[config.mk]
export PLATFORM = sky130hd
export DESIGN_NAME = rf_writeback_arbiter_flat
export DESIGN_NICKNAME = d
export VERILOG_FILES = /design/src/rtl/rv_wb_pkg.sv /design/src/rtl/rf_writeback_arbiter_if.sv /design/src/rtl/wb_load_fifo.sv /design/src/rtl/rf_writeback_arbiter.sv /design/src/flat_wrapper.sv
export SDC_FILE = /design/constraint.sdc
export NUM_CORES = 1
export LEC_CHECK = 0
export ABC_AREA = 1
export BUFFER_PORTS_ARGS = -buffer_cell sky130_fd_sc_hd__buf_2
export CAP_MARGIN = 20
export CORE_MARGIN = 2
export CORE_UTILIZATION = 40
export DETAILED_ROUTE_END_ITERATION = 8
export SLEW_MARGIN = 25
export SYNTH_ARGS = -nofsm -noshare
export SYNTH_HDL_FRONTEND = slang
export SYNTH_SLANG_ARGS = --single-unit
[constraint.sdc]
create_clock -name clk -period 6.73 [get_ports clk]
set_input_delay 0 -clock clk [delete_from_list [all_inputs] [get_ports clk]]
set_output_delay 0 -clock clk [all_outputs]
set_load 0.03 [all_outputs]
[src/rtl/rv_wb_pkg.sv]
// -----------------------------------------------------------------------------
// rv_wb_pkg
// Shared types and constants for the register-file writeback path.
//   WB_DATA_WIDTH    : register data width
//   WB_ADDRESS_WIDTH : register index width
//   WB_NUM_REGS      : number of architectural registers
//   wb_req_t         : one pending register write {rd, data}
//   X0               : index of the hard-wired zero register
// -----------------------------------------------------------------------------
package rv_wb_pkg;

    localparam int WB_DATA_WIDTH    = 32;
    localparam int WB_ADDRESS_WIDTH = 5;
    localparam int WB_NUM_REGS      = 32;

    typedef struct packed {
        logic [WB_ADDRESS_WIDTH-1:0] rd;
        logic [WB_DATA_WIDTH-1:0]    data;
    } wb_req_t;

    localparam logic [WB_ADDRESS_WIDTH-1:0] X0 = '0;

endpackage

[src/rtl/rf_writeback_arbiter_if.sv]
// -----------------------------------------------------------------------------
// rf_writeback_arbiter_if
// Bundles the writeback sources (ALU, load) and the register-file write port.
//   master : the producer side (pipeline / bench) driving alu_* and ld_*
//   slave  : the arbiter, driving the write port, stall/ready and hazard mask
//
// Handshakes:
//   ALU  : alu_valid has no ready. While alu_stall is high the producer must
//          hold alu_valid low; a result offered anyway is dropped and flagged
//          on err_stall.
//   Load : a transfer happens on a posedge where ld_valid && ld_ready. Once
//          ld_valid is raised, ld_valid/ld_rd/ld_data stay stable until that
//          transfer. ld_ready depends only on registered state and rst.
// -----------------------------------------------------------------------------
interface rf_writeback_arbiter_if
    import rv_wb_pkg::*;
#(
    parameter int DATA_WIDTH    = WB_DATA_WIDTH,
    parameter int ADDRESS_WIDTH = WB_ADDRESS_WIDTH,
    parameter int NUM_REGS      = WB_NUM_REGS
);

    logic                     alu_valid;
    logic [ADDRESS_WIDTH-1:0] alu_rd;
    logic [DATA_WIDTH-1:0]    alu_data;
    logic                     alu_stall;

    logic                     ld_valid;
    logic                     ld_ready;
    logic [ADDRESS_WIDTH-1:0] ld_rd;
    logic [DATA_WIDTH-1:0]    ld_data;

    logic                     rg_wrt_en;
    logic [ADDRESS_WIDTH-1:0] rg_wrt_dest;
    logic [DATA_WIDTH-1:0]    rg_wrt_data;

    logic [NUM_REGS-1:0]      pend_mask;
    logic                     err_stall;

    modport master (
        output alu_valid, alu_rd, alu_data, ld_valid, ld_rd, ld_data,
        input  alu_stall, ld_ready, rg_wrt_en, rg_wrt_dest, rg_wrt_data,
               pend_mask, err_stall
    );

    modport slave (
        input  alu_valid, alu_rd, alu_data, ld_valid, ld_rd, ld_data,
        output alu_stall, ld_ready, rg_wrt_en, rg_wrt_dest, rg_wrt_data,
               pend_mask, err_stall
    );

endinterface

[src/rtl/wb_load_fifo.sv]
// -----------------------------------------------------------------------------
// wb_load_fifo
// Pointer/count FIFO holding load results waiting for the write port.
//   clk, rst       : clock, synchronous active-high reset (empties the FIFO)
//   push_i         : write push_data_i at the tail (ignored when full)
//   push_data_i    : entry to enqueue
//   pop_i          : drop the head (ignored when empty)
//   head_o         : current head entry
//   full_o/empty_o : occupancy flags
//   count_o        : number of valid entries
//   entry_valid_o  : per physical slot, slot holds a queued entry
//   entry_rd_o     : per physical slot, destination register of that slot
// -----------------------------------------------------------------------------
module wb_load_fifo
    import rv_wb_pkg::*;
#(
    parameter int  DEPTH = 2,
    parameter type req_t = wb_req_t,
    localparam int PW    = $clog2(DEPTH),
    localparam int CW    = $clog2(DEPTH + 1)
) (
    input  logic                                   clk,
    input  logic                                   rst,
    input  logic                                   push_i,
    input  req_t                                   push_data_i,
    input  logic                                   pop_i,
    output req_t                                   head_o,
    output logic                                   full_o,
    output logic                                   empty_o,
    output logic [CW-1:0]                          count_o,
    output logic [DEPTH-1:0]                       entry_valid_o,
    output logic [DEPTH-1:0][WB_ADDRESS_WIDTH-1:0] entry_rd_o
);

    req_t          mem_q [DEPTH];
    logic [PW-1:0] wr_ptr_q;
    logic [PW-1:0] rd_ptr_q;
    logic [CW-1:0] count_q;
    logic          do_push;
    logic          do_pop;

    assign full_o  = (count_q == CW'(DEPTH));
    assign empty_o = (count_q == '0);
    assign count_o = count_q;
    assign head_o  = mem_q[rd_ptr_q];

    assign do_push = push_i && !full_o;
    assign do_pop  = pop_i && !empty_o;

    always_ff @(posedge clk) begin
        if (rst) begin
            wr_ptr_q <= '0;
            rd_ptr_q <= '0;
            count_q  <= '0;
        end else begin
            if (do_push) wr_ptr_q <= wr_ptr_q + PW'(1);
            if (do_pop)  rd_ptr_q <= rd_ptr_q + PW'(1);
            count_q <= count_q + CW'(do_push) - CW'(do_pop);
        end
    end

    // Storage needs no reset: validity is tracked by the pointers and count.
    always_ff @(posedge clk) begin
        if (do_push) mem_q[wr_ptr_q] <= push_data_i;
    end

    // A slot is live when its distance from the head (mod DEPTH, DEPTH being a
    // power of two) is below the occupancy.
    for (genvar g = 0; g < DEPTH; g++) begin : g_slot
        logic [PW-1:0] off;
        assign off              = PW'(g) - rd_ptr_q;
        assign entry_valid_o[g] = ({1'b0, off} < count_q);
        assign entry_rd_o[g]    = mem_q[g].rd;
    end

endmodule

[src/rtl/rf_writeback_arbiter.sv]
// -----------------------------------------------------------------------------
// rf_writeback_arbiter
// Merges ALU results (single-cycle, not stallable except by alu_stall) and
// load results (valid/ready, buffered in a small FIFO) into the single
// register-file write port. Write-port outputs are registered on posedge so
// they are stable for the regfile's negedge write. Writes to x0 are dropped.
//   clk, rst    : clock, synchronous active-high reset
//   bus         : rf_writeback_arbiter_if slave (ALU, load, write port,
//                 alu_stall, pend_mask, err_stall)
//   lq_count_o  : load-queue occupancy, for observation
// -----------------------------------------------------------------------------
module rf_writeback_arbiter
    import rv_wb_pkg::*;
#(
    parameter int DATA_WIDTH    = WB_DATA_WIDTH,
    parameter int ADDRESS_WIDTH = WB_ADDRESS_WIDTH,
    parameter int NUM_REGS      = WB_NUM_REGS,
    parameter int LQ_DEPTH      = 2,
    parameter int STARVE_MAX    = 4
) (
    input  logic                           clk,
    input  logic                           rst,
    rf_writeback_arbiter_if.slave          bus,
    output logic [$clog2(LQ_DEPTH+1)-1:0]  lq_count_o
);

    localparam int CW = $clog2(LQ_DEPTH + 1);
    localparam int SW = $clog2(STARVE_MAX + 1);

    wb_req_t                                  push_req;
    wb_req_t                                  head_req;
    logic                                     lq_full;
    logic                                     lq_empty;
    logic                                     lq_push;
    logic                                     lq_pop;
    logic [CW-1:0]                            lq_count;
    logic [LQ_DEPTH-1:0]                      lq_valid;
    logic [LQ_DEPTH-1:0][WB_ADDRESS_WIDTH-1:0] lq_rd;

    logic                     alu_win;
    logic [SW-1:0]            starve_q,    starve_d;
    logic                     alu_stall_q, alu_stall_d;
    logic                     err_stall_q, err_stall_d;
    logic                     rg_en_q,     rg_en_d;
    logic [ADDRESS_WIDTH-1:0] rg_dest_q,   rg_dest_d;
    logic [DATA_WIDTH-1:0]    rg_data_q,   rg_data_d;
    logic [NUM_REGS-1:0]      pend_mask;

    assign push_req = '{rd: bus.ld_rd, data: bus.ld_data};

    wb_load_fifo #(
        .DEPTH (LQ_DEPTH),
        .req_t (wb_req_t)
    ) u_lq (
        .clk           (clk),
        .rst           (rst),
        .push_i        (lq_push),
        .push_data_i   (push_req),
        .pop_i         (lq_pop),
        .head_o        (head_req),
        .full_o        (lq_full),
        .empty_o       (lq_empty),
        .count_o       (lq_count),
        .entry_valid_o (lq_valid),
        .entry_rd_o    (lq_rd)
    );

    // Ready comes from the registered count only: a full queue does not accept
    // even when the head is leaving this cycle.
    assign bus.ld_ready = !rst && !lq_full;

    // Loads to x0 complete the handshake but never occupy a slot.
    assign lq_push = bus.ld_valid && bus.ld_ready && (bus.ld_rd != X0);

    // ALU has priority unless stalled; an x0 ALU result leaves the port free.
    assign alu_win = !alu_stall_q && bus.alu_valid && (bus.alu_rd != X0);
    assign lq_pop  = !rst && !alu_win && !lq_empty;

    always_comb begin
        starve_d    = '0;
        alu_stall_d = 1'b0;
        err_stall_d = err_stall_q | (bus.alu_valid & alu_stall_q);
        rg_en_d     = 1'b0;
        rg_dest_d   = rg_dest_q;
        rg_data_d   = rg_data_q;

        if (alu_win) begin
            rg_en_d   = 1'b1;
            rg_dest_d = bus.alu_rd;
            rg_data_d = bus.alu_data;
        end else if (!lq_empty) begin
            rg_en_d   = 1'b1;
            rg_dest_d = head_req.rd;
            rg_data_d = head_req.data;
        end

        // Count ALU wins over a waiting load. The STARVE_MAX-th one raises
        // alu_stall for the next cycle, which forces the head out; any pop or
        // an empty queue leaves the counter at zero.
        if (alu_win && !lq_empty) begin
            if (starve_q == SW'(STARVE_MAX - 1)) begin
                alu_stall_d = 1'b1;
            end else begin
                starve_d = starve_q + SW'(1);
            end
        end
    end

    always_ff @(posedge clk) begin
        if (rst) begin
            starve_q    <= '0;
            alu_stall_q <= 1'b0;
            err_stall_q <= 1'b0;
            rg_en_q     <= 1'b0;
            rg_dest_q   <= '0;
            rg_data_q   <= '0;
        end else begin
            starve_q    <= starve_d;
            alu_stall_q <= alu_stall_d;
            err_stall_q <= err_stall_d;
            rg_en_q     <= rg_en_d;
            rg_dest_q   <= rg_dest_d;
            rg_data_q   <= rg_data_d;
        end
    end

    // Hazard mask over queued loads; x0 can never be pending.
    always_comb begin
        pend_mask = '0;
        for (int i = 0; i < LQ_DEPTH; i++) begin
            if (lq_valid[i]) pend_mask[lq_rd[i]] = 1'b1;
        end
        pend_mask[0] = 1'b0;
    end

    assign bus.alu_stall   = alu_stall_q;
    assign bus.err_stall   = err_stall_q;
    assign bus.rg_wrt_en   = rg_en_q;
    assign bus.rg_wrt_dest = rg_dest_q;
    assign bus.rg_wrt_data = rg_data_q;
    assign bus.pend_mask   = pend_mask;
    assign lq_count_o      = lq_count;

endmodule

[src/flat_wrapper.sv]
// flat-port wrapper written by rule: the top's interface ports become plain ports
module rf_writeback_arbiter_flat import rv_wb_pkg::*;
#(
    parameter int DATA_WIDTH    = WB_DATA_WIDTH,
    parameter int ADDRESS_WIDTH = WB_ADDRESS_WIDTH,
    parameter int NUM_REGS      = WB_NUM_REGS,
    parameter int LQ_DEPTH      = 2,
    parameter int STARVE_MAX    = 4
)
  (clk, rst, lq_count_o, bus_alu_valid, bus_alu_rd, bus_alu_data, bus_ld_valid, bus_ld_rd, bus_ld_data, bus_alu_stall, bus_ld_ready, bus_rg_wrt_en, bus_rg_wrt_dest, bus_rg_wrt_data, bus_pend_mask, bus_err_stall);
  rf_writeback_arbiter_if #(.DATA_WIDTH(DATA_WIDTH), .ADDRESS_WIDTH(ADDRESS_WIDTH), .NUM_REGS(NUM_REGS)) bus_i ();
  input  logic clk;
  input  logic rst;
  output logic [$clog2(LQ_DEPTH+1)-1:0] lq_count_o;
  input wire logic [$bits(bus_i.alu_valid)-1:0] bus_alu_valid;
  input wire logic [$bits(bus_i.alu_rd)-1:0] bus_alu_rd;
  input wire logic [$bits(bus_i.alu_data)-1:0] bus_alu_data;
  input wire logic [$bits(bus_i.ld_valid)-1:0] bus_ld_valid;
  input wire logic [$bits(bus_i.ld_rd)-1:0] bus_ld_rd;
  input wire logic [$bits(bus_i.ld_data)-1:0] bus_ld_data;
  output wire logic [$bits(bus_i.alu_stall)-1:0] bus_alu_stall;
  output wire logic [$bits(bus_i.ld_ready)-1:0] bus_ld_ready;
  output wire logic [$bits(bus_i.rg_wrt_en)-1:0] bus_rg_wrt_en;
  output wire logic [$bits(bus_i.rg_wrt_dest)-1:0] bus_rg_wrt_dest;
  output wire logic [$bits(bus_i.rg_wrt_data)-1:0] bus_rg_wrt_data;
  output wire logic [$bits(bus_i.pend_mask)-1:0] bus_pend_mask;
  output wire logic [$bits(bus_i.err_stall)-1:0] bus_err_stall;
  assign bus_i.alu_valid = bus_alu_valid;
  assign bus_i.alu_rd = bus_alu_rd;
  assign bus_i.alu_data = bus_alu_data;
  assign bus_i.ld_valid = bus_ld_valid;
  assign bus_i.ld_rd = bus_ld_rd;
  assign bus_i.ld_data = bus_ld_data;
  assign bus_alu_stall = bus_i.alu_stall;
  assign bus_ld_ready = bus_i.ld_ready;
  assign bus_rg_wrt_en = bus_i.rg_wrt_en;
  assign bus_rg_wrt_dest = bus_i.rg_wrt_dest;
  assign bus_rg_wrt_data = bus_i.rg_wrt_data;
  assign bus_pend_mask = bus_i.pend_mask;
  assign bus_err_stall = bus_i.err_stall;
  rf_writeback_arbiter #(.DATA_WIDTH(DATA_WIDTH), .ADDRESS_WIDTH(ADDRESS_WIDTH), .NUM_REGS(NUM_REGS), .LQ_DEPTH(LQ_DEPTH), .STARVE_MAX(STARVE_MAX)) u_core (.clk(clk), .rst(rst), .bus(bus_i), .lq_count_o(lq_count_o));
endmodule
---- Word-level counts from Yosys, hierarchy flattened ----
Memories as Yosys holds them, arrays and structs flattened. A register that Yosys moved wholly into a read port is not among the register bits.
Index checks and enable logic that the tools add are counted.
cells by class
  div/mod/pow operators ................... 0
  muxes and demuxes ....................... 17
  multipliers ............................. 0
  bitwise operators ....................... 4
  reduce and logical (&&, ||, !) cells .... 22
  shift operators ......................... 0
  equal/unequal tests ..................... 3
  $add $sub $neg .......................... 7
  $lt $le $gt $ge ......................... 6
operators with widths
  kind                 number
  $mux 32              4
  $or 32x32->32        1
  $logic_and 1x1->1    12
  $lt 5x6->1 const B   2
  $demux 1 s5          2
  $ge 5x1->1 const B   2
  $mux 5               2
  $reduce_bool 5->1    2
  $mux 1               9
  $logic_not 1->1      5
  $lt 1x2->1           2
  $add 3x1->3 const B  1
  $eq 3x2->1 const B   1
  $reduce_or 3->1      1
  $add 1x1->1 const B  2
  $add 2x1->2          1
  $eq 2x2->1 const B   1
  $logic_not 2->1      1
  $ne 2x2->1 const B   1
  $reduce_or 2->1      1
  $sub 1x1->1 const A  2
  $sub 2x1->2          1
  $and 1x1->1          1
  $not 1->1            1
  $or 1x1->1           1
storage, ports and cells
  memory bits (writable) .................. 74
  memories kept ........................... 1
  bits in latches ......................... 0
  register bits after elaboration ......... 47
  logic and storage cells ................. 69
  bits in read-only memories .............. 0
  output and inout port bits .............. 75
memory list
  memory             words  width  read ports  clocked after memory_dff  write ports  RTL line            source
  u_core.u_lq.mem_q  2      37     3           1                         1            wb_load_fifo.sv:35  req_t mem_q [DEPTH];

---- Logic depth before layout (Yosys ltp) ----
  word-level depth ........................ 9
  gate-level depth with buffers ........... 12

---- Hierarchy ----
Synthesis repeated with hierarchy kept, for this count alone.
second synthesis, totals
  cell total of the unflattened synthesis .. 624
  area total of the unflattened synthesis .. 6050.8 um^2
by module, submodules not included
  module                instances  cells an instance  area an instance (um^2)
  wb_load_fifo          1          167                3161.8
  rf_writeback_arbiter  1          457                2889.0

---- Worst setup path after synthesis ----
No wires, ideal clock.
  path kind ............................... reg2reg
  start ................................... reg u_core.u_lq.count_q[0], in the netlist u_core.u_lq.count_o[0]
  end ..................................... mem u_core.u_lq.mem_q[0][0] (netlist bit) (enable)
  setup time .............................. 0.431 ns
  stages on the path, launching flop included .. 6
  slack ................................... 3.225 ns
  buffers on the path ..................... 0
  arrival ................................. 3.073 ns
  period minus slack after synthesis ...... 3.505 ns
  cell sequence ........................... dfxtp_1 -> inv_2 -> a21oi_1 -> and2_1 -> nand2_1 -> nor2_1
on the way
  longest elaborated chain between the ends .. 8
RTL lines
  what                            RTL line                    source
  start, declared                 wb_load_fifo.sv:38          logic [CW-1:0] count_q;
  start signal, assigned          wb_load_fifo.sv:58          count_q <= count_q + CW'(do_push) - CW'(do_pop);
  $eq 2x2->1                      wb_load_fifo.sv:42          assign full_o = (count_q == CW'(DEPTH));
  $logic_not 1->1                 rf_writeback_arbiter.sv:70  assign bus.ld_ready = !rst && !lq_full;
  $logic_and 1x1->1               rf_writeback_arbiter.sv:70
  net bus_ld_ready                flat_wrapper.sv:22          output wire logic [$bits(bus_i.ld_ready)-1:0] bus_ld_ready;
  $logic_and 1x1->1 (2 in a row)  rf_writeback_arbiter.sv:73  assign lq_push = bus.ld_valid && bus.ld_ready && (bus.ld_rd != X0);
  $logic_and 1x1->1               wb_load_fifo.sv:47          assign do_push = push_i && !full_o;
  $mux 1                          wb_load_fifo.sv:64          if (do_push) mem_q[wr_ptr_q] <= push_data_i;
  $mux 1 (not written as such)    wb_load_fifo.sv:64
  end, declared                   wb_load_fifo.sv:35
The timed path passes the listed nets, and every way through them passes these cells.

---- Final worst setup path ----
  start ................................... in bus_alu_rd[4]
  end ..................................... reg u_core.u_lq.count_q[1], in the netlist u_core.u_lq.count_o[1]
on the way
  longest elaborated chain between the ends .. 7
RTL lines
  what                            RTL line                    source
  start, declared                 flat_wrapper.sv:16          input wire logic [$bits(bus_i.alu_rd)-1:0] bus_alu_rd;
  $reduce_bool 5->1               rf_writeback_arbiter.sv:76  assign alu_win = !alu_stall_q && bus.alu_valid && (bus.alu_rd != X0);
  $logic_and 1x1->1               rf_writeback_arbiter.sv:76
  $logic_not 1->1                 rf_writeback_arbiter.sv:77  assign lq_pop = !rst && !alu_win && !lq_empty;
  $logic_and 1x1->1 (2 in a row)  rf_writeback_arbiter.sv:77
  $logic_and 1x1->1               wb_load_fifo.sv:48          assign do_pop = pop_i && !empty_o;
  net u_core.u_lq.do_pop          wb_load_fifo.sv:40          logic do_pop;
  $sub 2x1->2                     wb_load_fifo.sv:58
The timed path passes the listed nets, and every way through them passes these cells.
A chain may end at the register's enable or synchronous reset.

==> tab_implementation.tex <==
\begin{tabular}{lr}
\hline
Metric & Value \\
\hline
\multicolumn{2}{l}{\textbf{Synth}} \\
Count of warnings emitted by yosys & 0 \\
Synthesized cell area & 5940 um2 \\
Average cell area after synthesis & 8.80 um2 \\
Count of state elements after synthesis & 122 \\
Most used flip-flop cell after synthesis & edfxtp\_1 \\
Post-synthesis cell type count & 32 \\
Async set-or-reset flop fraction in the synthesized netlist & 0\% \\
Number of enable flip-flop cells after synthesis & 74 \\
Sequential fraction of the synthesis area & roughly 54\% \\
Syn\_nets & 757 \\
Number of instances in the synthesized netlist & about 680 \\
\multicolumn{2}{l}{\textbf{Global routing}} \\
Vias in the first global route & just over 5,000 \\
Number of antenna violations at the first check in global routing & 0 \\
GR Util met1 & 24.2\% \\
Total congestion overflow after global routing & 0 \\
Most used routing layer in global routing & met2 \\
Global-route wire length before repair & 24,400 um \\
Fraction of met2 tracks used by global routing & roughly a third \\
Overall track demand over capacity in global routing & between 10\% and 20\% \\
Met3 Usage GRT & 5.31\% \\
Pin count of the biggest net entering global routing & 78 \\
\multicolumn{2}{l}{\textbf{Setup path}} \\
Worst R2R End & u\_core.u\_lq.count\_o[1]\$\_SDFF\_PP0\_ \\
CP required & $\sim$7.1 ns \\
Data arrival time of the critical path & between 3 and 4 ns \\
Worst Reg2Reg Path Length in Cells & 12 \\
Kind of start point of the critical path & primary input \\
Worst setup EP type & flop \\
Crit path max fanout & 77 \\
Worst reg2reg setup slack & 3.59 ns \\
Crit Path Category & in2reg \\
Reg-to-reg startpoint & u\_core.u\_lq.count\_o[0]\$\_SDFF\_PP0\_ \\
\multicolumn{2}{l}{\textbf{Power and ir drop}} \\
Switching portion of total power & 28.1\% \\
P\_int & roughly 1700 uW \\
Proportion of power drawn by combinational gates & approximately a fifth \\
Proportion of power drawn by flip-flops and latches & between 30 and 40\% \\
Power Dens Cells & 285 nW/um2 \\
Peak supply drop & 187 uV \\
Leakage power & around 0.0036 uW \\
Portion of total power attributed to the clock network & 42.8\% \\
Sum of internal, switching and leakage power & between 2000 and 2500 uW \\
Net switching component of the power & 646 uW \\
\multicolumn{2}{l}{\textbf{Finish}} \\
Antenna diode instance count & 0 \\
Number of fill cells & around 1,300 \\
Number of cells in the finished layout apart from fillers & between 1,000 and 1,500 \\
Area added between synthesis and finish & 35.7\% \\
Util after Layout & 55.5\% \\
Final net count & 963 \\
Fraction of layout cells with a size suffix above 1 & 27.7\% \\
\multicolumn{2}{l}{\textbf{STA}} \\
Transition time at the pin with the least slew margin & 1.00 ns \\
Period minus WS final & 3.24 ns \\
Worst max-slew margin expressed relative to the limit & about 33\% \\
Final setup skew & 0.00635 ns \\
Highest clock frequency the design can meet & 309 MHz \\
Accumulated negative setup slack & 0 ns \\
Count of pins over their slew limit & 0 \\
Final setup violation count & 0 \\
Total count of hold-check failures in the final report & 0 \\
RSZ-0062 raised after global routing & no \\
Fraction of the cycle the final worst path needs & between 40\% and 50\% \\
\multicolumn{2}{l}{\textbf{Clocking}} \\
Clk pin slew, worst setup/hold paths & 0.05 ns \\
Clock tree from TritonCTS & built \\
Post-CTS repair timing setup buffer count & 0 \\
CTS-repair resized insts & 0 \\
H-tree levels & 4 \\
Number of buffers inserted by hold repair at cts & 72 \\
Skew-Pair Late Insertion Delay & 0.42 ns \\
Root buffer cell & clkbuf\_16 \\
Total number of clock tree sinks & 122 \\
Max Root-Sink Buffers & 2 \\
Clock buffer count from CTS & 17 \\
\multicolumn{2}{l}{\textbf{Die}} \\
Starting utilization of the core area & about two fifths \\
FP Rows & 44 \\
Die extent in y & 126 um \\
Area of the core & 14,500 um2 \\
Die outline area & 15,800 um2 \\
Chip Width & 126 um \\
I/O Pins & 153 \\
\multicolumn{2}{l}{\textbf{Routing}} \\
Count of TritonRoute iterations in the first routing pass & 5 \\
Residual antenna-violating net count after detailed routing & 0 \\
Total via count in the routed design & 5,352 \\
Detailed Route WL & $\sim$15,000 um \\
Via-per-instance ratio & 4.96 \\
First DRT Iteration DRCs & 459 \\
Routed WL per cell & around 14 um \\
Remaining routing DRC violations & 0 \\
\multicolumn{2}{l}{\textbf{Placement}} \\
Cell count after placement & approximately 970 \\
Weighted congestion at the end of routability-driven global placement & approximately 0.84 \\
Port Buf Inserts & between 150 and 200 \\
Half-perimeter wire length of the detailed placement result & around 10,000 um \\
\multicolumn{2}{l}{\textbf{Outcome}} \\
Run status & completed \\
\multicolumn{2}{l}{\textbf{Worst hold path}} \\
Path type of the worst min-delay path & in2reg \\
Min-Delay Startpoint & bus\_alu\_data[23] \\
Hold Path Stages & 5 \\
Worst min-delay path endpoint & u\_core.bus.rg\_wrt\_data[23]\$\_SDFFE\_PP0P\_ \\
\multicolumn{2}{l}{\textbf{Flow run}} \\
Max Cap Viol & 0 \\
\hline
\end{tabular}
[synthesized netlist by cell type, drive strengths merged (4+ instances only)]
cell type  instances  area [um2]
ha                 4        50.1
nor3              12        80.1
buf               31         255
dfxtp             48         961
inv               60         225
nor2              17        68.8
edfxtp            74        2220
a21oi             42         285
nand3             90         596
clkbuf             6        22.5
o21ai             33         169
nand2            249         940
[layout make-up]
type | instances | area, um2 | area share, %
Multi-Input combinational cell | 456 | 2270 | 28.2
Clock buffer | 19 | 443 | 5.49
Inverter | 60 | 225 | 2.79
Timing Repair Buffer | 224 | 1510 | 18.7
Tap cell | 184 | 230 | 2.86
Sequential cell | 122 | 3180 | 39.5
Clock inverter | 13 | 199 | 2.47
[critical path: stages]
cell and delay, ns:
dlygate4sd3_1 0.55, buf_2 0.14, nor2_1 0.13, nand3_2 0.64, nand2_4 1.02, nand2_1 0.21, inv_1 0.11, ha_1 0.22
inv_1 0.06, ha_1 0.15, xnor2_1 0.14, o21ai_0 0.11, a21oi_1 0.12
[routing by layer]
layer,up-vias,wire length [um]
met5,-,0
met4,0,297
met3,28,1090
met2,222,7470
met1,2476,6540
li1,2626,-
[power groups by stage]
stage	clock network (uW)	registers, uW	logic (uW)
floorplan	0	946	254
global placement	0	900	383
detailed placement	0	902	395
CTS	995	887	429
global route	1030	892	471
finish	984	887	427
[metrics by stage]
stage / worst slack [ns] / cell area (um2) / hold slack, ns
6_report: 3.49 / 8060 / 0.00863
5_1_grt: 3.19 / 8060 / 0.0362
4_1_cts: 3.49 / 8060 / 0.00371
3_5_place_dp: 3.60 / 6700 / 0.191
3_3_place_gp: 3.66 / 6670 / 0.189
2_1_floorplan: 3.23 / 5940 / 0.0989
[registers in the layout (all words and copies together) (netlist names), named ones only]
signal                  cells
u_core.bus.rg_wrt_dest      5
u_core.bus.err_stall        1
u_core.u_lq.wr_ptr_q        1
u_core.u_lq.rd_ptr_q        1
u_core.bus.alu_stall        1
u_core.u_lq.mem_q          74
u_core.bus.rg_wrt_data     32
u_core.bus.rg_wrt_en        1
u_core.u_lq.count_o         2
u_core.starve_q             3
[worst max path at each step]
| stage | end | cells after the start | startpoint |
|---|---|---|---|
| 2_1_floorplan | u_core.u_lq.mem_q[0][0]$_DFFE_PP_ | 5 | u_core.u_lq.count_o[0]$_SDFF_PP0_ |
| 3_3_place_gp | u_core.u_lq.count_o[1]$_SDFF_PP0_ | 10 | u_core.bus.alu_stall$_SDFF_PP0_ |
| 3_5_place_dp | u_core.u_lq.count_o[1]$_SDFF_PP0_ | 10 | u_core.bus.alu_stall$_SDFF_PP0_ |
| 4_1_cts | u_core.u_lq.count_o[1]$_SDFF_PP0_ | 13 | bus_alu_rd[4] |
| 5_1_grt | u_core.u_lq.count_o[1]$_SDFF_PP0_ | 13 | bus_alu_rd[4] |
| 6_report | u_core.u_lq.count_o[1]$_SDFF_PP0_ | 13 | bus_alu_rd[4] |
[placed cells by master, fill, tap and decap left out, types with 2 or more instances in the layout]
master / n
a21oi_1: 22
clkinvlp_4: 3
nor3_2: 4
nor3_1: 8
inv_2: 6
o21ai_1: 2
bufinv_16: 5
edfxtp_1: 74
a21oi_2: 20
dfxtp_1: 47
ha_1: 4
clkinv_2: 2
nor2_4: 2
nand3_2: 29
clkbuf_16: 17
nand3_1: 61
nor2_1: 14
clkinv_1: 2
nand2_1: 247
inv_1: 54
buf_2: 150
dlygate4sd3_1: 72
nand3b_1: 2
o21ai_0: 30
[kinds of logic (layout without fill, tap and decap cells)]
kind of cell	count (synthesis)	in the layout	synth area share, %
AND/OR/NAND/NOR	373	373	29.0
flip-flops	122	122	53.6
buffers and inverters	97	316	8.46
AO/OA/AOI/OAI	77	77	7.90
adder cells (fa/ha/maj)	4	4	0.842
other	1	1	0.0631
XOR/XNOR	1	1	0.147
(Power assumes the default switching activity.)
